`src/rtl/counter_pkg.sv`:
```
// counter_pkg: shared constants and helpers for the up/down modulo counter.
//   CNT_WRAP / CNT_SAT : end-of-range behaviour selectors for SATURATE.
//   DIR_DOWN / DIR_UP  : encodings of the up_dn input.
//   max_is_legal()     : true when MAX fits 1..2^WIDTH-1 for the given WIDTH.
package counter_pkg;

    localparam bit CNT_WRAP = 1'b0;
    localparam bit CNT_SAT  = 1'b1;

    localparam bit DIR_DOWN = 1'b0;
    localparam bit DIR_UP   = 1'b1;

    function automatic bit max_is_legal(input int unsigned width,
                                        input longint unsigned max_val);
        if ((width < 1) || (width > 32)) begin
            return 1'b0;
        end
        return (max_val >= 64'd1) && (max_val <= ((64'd1 << width) - 64'd1));
    endfunction

endpackage

```
`src/rtl/counter_next.sv`:
```
// counter_next: combinational next-state logic for updown_mod_counter.
//   count      in  current registered count (always within 0..MAX)
//   en         in  step enable
//   up_dn      in  1 = up, 0 = down
//   next_count out value to register when no clear/load is pending
//   wrap_evt   out a step is being taken from a range end (sets sticky ovf)
//   tc         out terminal count, zero latency, usable as a cascade enable
module counter_next
    import counter_pkg::*;
#(
    parameter int unsigned WIDTH    = 4,
    parameter int unsigned MAX      = 15,
    parameter bit          SATURATE = CNT_WRAP
) (
    input  logic [WIDTH-1:0] count,
    input  logic             en,
    input  logic             up_dn,
    output logic [WIDTH-1:0] next_count,
    output logic             wrap_evt,
    output logic             tc
);

    localparam logic [WIDTH-1:0] MAX_W = WIDTH'(MAX);

    logic at_top;
    logic at_bot;

    always_comb begin
        at_top = (count == MAX_W);
        at_bot = (count == '0);

        tc = en & (((up_dn == DIR_UP) & at_top) | ((up_dn == DIR_DOWN) & at_bot));
        // Stepping off either end flags overflow in both wrap and saturate modes.
        wrap_evt = tc;

        next_count = count;
        if (en) begin
            if (up_dn == DIR_UP) begin
                if (at_top) begin
                    next_count = (SATURATE == CNT_SAT) ? MAX_W : '0;
                end else begin
                    next_count = count + 1'b1;
                end
            end else begin
                if (at_bot) begin
                    next_count = (SATURATE == CNT_SAT) ? '0 : MAX_W;
                end else begin
                    next_count = count - 1'b1;
                end
            end
        end
    end

endmodule

```
`src/rtl/updown_mod_counter.sv`:
```
// updown_mod_counter: parametrised up/down modulo counter with clear, load,
// wrap/saturate ends, terminal count and sticky overflow.
//   clk      in   rising-edge clock
//   resetn   in   synchronous active-low reset
//   en       in   count enable, one step per enabled cycle
//   up_dn    in   1 = up, 0 = down
//   clr      in   synchronous clear of count and ovf
//   load     in   synchronous load of load_val (clamped to MAX)
//   load_val in   load value
//   count    out  registered count, range 0..MAX
//   tc       out  combinational terminal count
//   ovf      out  registered sticky overflow/underflow flag
// Edge priority: resetn low > clr > load > en > hold.
module updown_mod_counter
    import counter_pkg::*;
#(
    parameter int unsigned WIDTH    = 4,
    parameter int unsigned MAX      = 15,
    parameter bit          SATURATE = CNT_WRAP
) (
    input  logic             clk,
    input  logic             resetn,
    input  logic             en,
    input  logic             up_dn,
    input  logic             clr,
    input  logic             load,
    input  logic [WIDTH-1:0] load_val,
    output logic [WIDTH-1:0] count,
    output logic             tc,
    output logic             ovf
);

    generate
        if (!max_is_legal(WIDTH, MAX)) begin : g_bad_max
            $error("updown_mod_counter: MAX=%0d illegal for WIDTH=%0d", MAX, WIDTH);
        end
    endgenerate

    localparam logic [WIDTH-1:0] MAX_W = WIDTH'(MAX);

    logic [WIDTH-1:0] next_count;
    logic             wrap_evt;
    logic [WIDTH-1:0] load_clamped;

    // Clamping on load keeps count inside 0..MAX, so counter_next never
    // has to handle out-of-range values.
    always_comb begin
        load_clamped = (load_val > MAX_W) ? MAX_W : load_val;
    end

    counter_next #(
        .WIDTH    (WIDTH),
        .MAX      (MAX),
        .SATURATE (SATURATE)
    ) u_next (
        .count      (count),
        .en         (en),
        .up_dn      (up_dn),
        .next_count (next_count),
        .wrap_evt   (wrap_evt),
        .tc         (tc)
    );

    always_ff @(posedge clk) begin
        if (!resetn) begin
            count <= '0;
            ovf   <= 1'b0;
        end else if (clr) begin
            count <= '0;
            ovf   <= 1'b0;
        end else if (load) begin
            count <= load_clamped;
        end else begin
            count <= next_count;
            if (wrap_evt) begin
                ovf <= 1'b1;
            end
        end
    end

endmodule

```
`config.mk`:
```
export PLATFORM = sky130hd
export DESIGN_NAME = updown_mod_counter
export DESIGN_NICKNAME = d
export VERILOG_FILES = /design/src/rtl/counter_pkg.sv /design/src/rtl/counter_next.sv /design/src/rtl/updown_mod_counter.sv
export SDC_FILE = /design/constraint.sdc
export NUM_CORES = 1
export LEC_CHECK = 0
export CORE_AREA = 3 3 40 42
export CTS_BUF_LIST = sky130_fd_sc_hd__clkbuf_4
export DETAILED_ROUTE_END_ITERATION = 8
export DIE_AREA = 0 0 43 45
export PLACE_DENSITY_LB_ADDON = 0.1
export SYNTH_ARGS = -nofsm -noshare
export SYNTH_HDL_FRONTEND = slang
export SYNTH_SLANG_ARGS = --single-unit
```
`constraint.sdc`:
```
create_clock -name clk -period 1.43 [get_ports clk]
set_input_delay 0.286 -clock clk [delete_from_list [all_inputs] [get_ports clk]]
set_output_delay 0.286 -clock clk [all_outputs]
set_load 0.05 [all_outputs]
```
==> flow_summary.toml <==
[run_status]
status = "complete, but fails checks"
violations = "setup timing"

[critical_path]
crit_fanout = 3
critPathLaunch = "count[1]"
critPathMaxStageDelay_ps = 360
path_class = "flip-flop to output pin"
r2r_end = "count[2]"
arrival_ps = 1330
r2r_cells = 7
cp-end-kind = "output pin"
cp_cell_sequence = "ha_4 > and4_1 > o21a_4 > buf_12"
r2r_slack_ps = 20
cp.required_ps = 1140
cp-start-kind = "flip-flop"
regToRegStartpoint = "count[1]"
slowest_stage = "dfxtp_4"

[final_layout]
fill_cells = 115
final_nets = 87
drive_above_1_share = 0.500
area_growth_pct = 89.6
finalInstanceArea_sq_um = 795
layout.cells.non_filler = 89
diodes = 0

[timing]
min_period_ps = 1620
setup_ws_ps = -189
relSlewSlack = 0.804
rsz0062_at_grt = "true"
holdWs_ps = 538
drv_slew = 0
worst_pin_slew_ps = 291
finalHoldViolCount = 0
setup_viol = 1
skew_ps = 4.27
max_freq_mhz = 618
finalCritPeriodShare = 1.13

[grt]
track_usage = 0.123
overflow = 0
antenna_found_initial = 0
grt_pass1_wl_um = 1790
grt_pass1_vias = 442
grt_max_degree = 12

[logic_synthesis]
postSynthNetCount = 60
syn_inst = 48
synth_area_sq_um = 419
yosysTopAreaCellShare = 0.239
avgSynthCellArea_sq_um = 8.73
synth.distinct_cells = 27
yosysSeqAreaShare = 0.239
yosysWarningCount = 0
yosysTopAreaCell = "dfxtp_1"
synth.area.top_cells = "dfxtp_1 24%, buf_6 8.1%, a21oi_1 7.2%, ha_1 6.0%, nor4b_4 5.7%"
synth-seq-cells = 5

[clock_tree]
cts_buffers = 3
clock_latency_ps = 240
cts.sinks = 5
h-tree-depth = 1
cts_root_buffer = "clkbuf_4"
path_clk_slew_ps = 40
ctsHoldBuffers = 0
cts_max_path_buffers = 2
cts_tree = "built"

[floorplanning]
io_pins = 16
dieArea_sq_um = 1940
initial_core_util = 0.326
die_h_um = 45
coreArea_sq_um = 1280
fp.dieW_um = 43
rows = 13

[placed_design]
gp_congestion = 0.705
placed_area_sq_um = 703
port_buffers = 15
dpl.cell_count = 84
dp_hpwl_um = 811
dp_slack_ps = -266

[power]
finalPower_mw = 0.540
power_density_nw_per_um2 = 679
leakagePower_nw = 0.325
ir_worst_vdd_mv = 0.447

[drt]
drtPass1Iterations = 4
detail-route-antenna-nets = 0
drt-initial-drc-count = 4
drc_errors = 0
wl_per_cell_um = 13.2
drt-total-wl_um = 1180
vias = 461
vias_per_cell = 5.18

[worst_hold_path]
whs_path_depth = 2
hp-class = "flip-flop to flip-flop"
hp-start = "ovf"
hold_end = "ovf"

[job]
cap_violations = 0
sequential cells by signal, summed over array words and instances, names as in the netlist:
| name | flops |
|---|---|
| count | 4 |
| ovf | 1 |
metrics by stage:
stage / setup TNS (ps) / util
detailed placement: -1170 / 0.547
floorplan: -12.0 / -
CTS: -209 / 0.592
finish: -189 / 0.618
global route: -278 / 0.618
global placement: -1160 / 0.547
what timing repair did:
| item | in CTS | in global routing |
|---|---|---|
| pin swaps | 4 | 4 |
| gates resized for setup | 7 | 6 |
| setup buffers | 1 | 0 |
| endpoints found under the setup margin | 3 | 3 |
cell usage after synthesis:
| library cell | n |
|---|---|
| and4_1 | 1 |
| o311ai_0 | 1 |
| nor2_1 | 2 |
| nor4_1 | 1 |
| nand2b_1 | 1 |
| o211ai_1 | 1 |
| clkbuf_1 | 1 |
| xor2_1 | 2 |
| nand2_1 | 3 |
| nor3_1 | 2 |
| o21a_1 | 1 |
| mux2i_1 | 1 |
| a211oi_2 | 1 |
| nor4b_4 | 1 |
| a21oi_1 | 6 |
| nand4_1 | 1 |
| and4b_1 | 1 |
| mux2_1 | 1 |
| o21ai_0 | 1 |
| buf_6 | 3 |
| nor2b_1 | 1 |
| dfxtp_1 | 5 |
| ha_1 | 2 |
| inv_1 | 4 |
| nor3b_1 | 1 |
| o311a_1 | 1 |
| o2111ai_1 | 2 |
layer usage:
layer	routed length (um)	GRT usage	vias to the layer above
met5	0	0	-
met2	638	0.228	13
met1	441	0.135	217
met3	70	0.0279	4
li1	-	-	227
met4	25	0.0542	0
worst max-delay path by stage:
stage / to / slack, ps
6_report: tc / -190
5_1_grt: tc / -240
4_1_cts: tc / -210
3_5_place_dp: count[2] / -270
3_3_place_gp: tc / -260
2_1_floorplan: ovf / -10
power breakdown:
part | total, mW | leakage (nW) | switching [mW] | internal (mW)
clock network | 0.180 | 0.0184 | 0.0561 | 0.124
logic | 0.199 | 0.263 | 0.0894 | 0.109
registers | 0.161 | 0.0431 | 0.0153 | 0.145
critical path, delay by kind of cell (launching register included):
kind / cells / cell delay (ps)
simple gates: 1 / 190
flops: 1 / 360
fa+ha+maj: 1 / 170
buf+inv: 1 / 140
compound gates: 1 / 230
cells by family (layout without fill, tap and decap cells):
kind of cell    count (synthesis)  count (layout)  share of synthesized area
compound gates                 14              14                      0.236
xor+xnor                        2               2                     0.0418
fa+ha+maj                       2               2                     0.0597
buf+inv                         8              34                      0.125
flops                           5               5                      0.239
mux                             2               2                     0.0507
simple gates                   15              15                      0.248
cell usage in the layout (no fill, tap or decap), types with 2 or more instances in the layout:
cell type and count:
buf_4 11, dfxtp_2 2, dfxtp_4 2, inv_1 2
buf_12 6, clkbuf_4 4, a21oi_1 6, clkdlybuf4s50_1 8
ha_4 2, nand2_1 2, o2111ai_1 2, nor2_1 2
inv_4 2
final cells by class:
type / count / area, sq um / area share
Multi-Input combinational cell: 35 / 324 / 0.408
Sequential cell: 5 / 110 / 0.139
Clock buffer: 4 / 30.0 / 0.0378
Tap cell: 15 / 18.8 / 0.0236
Timing Repair Buffer: 26 / 292 / 0.367
Inverter: 4 / 20.0 / 0.0252
(Power assumes the default switching activity.)
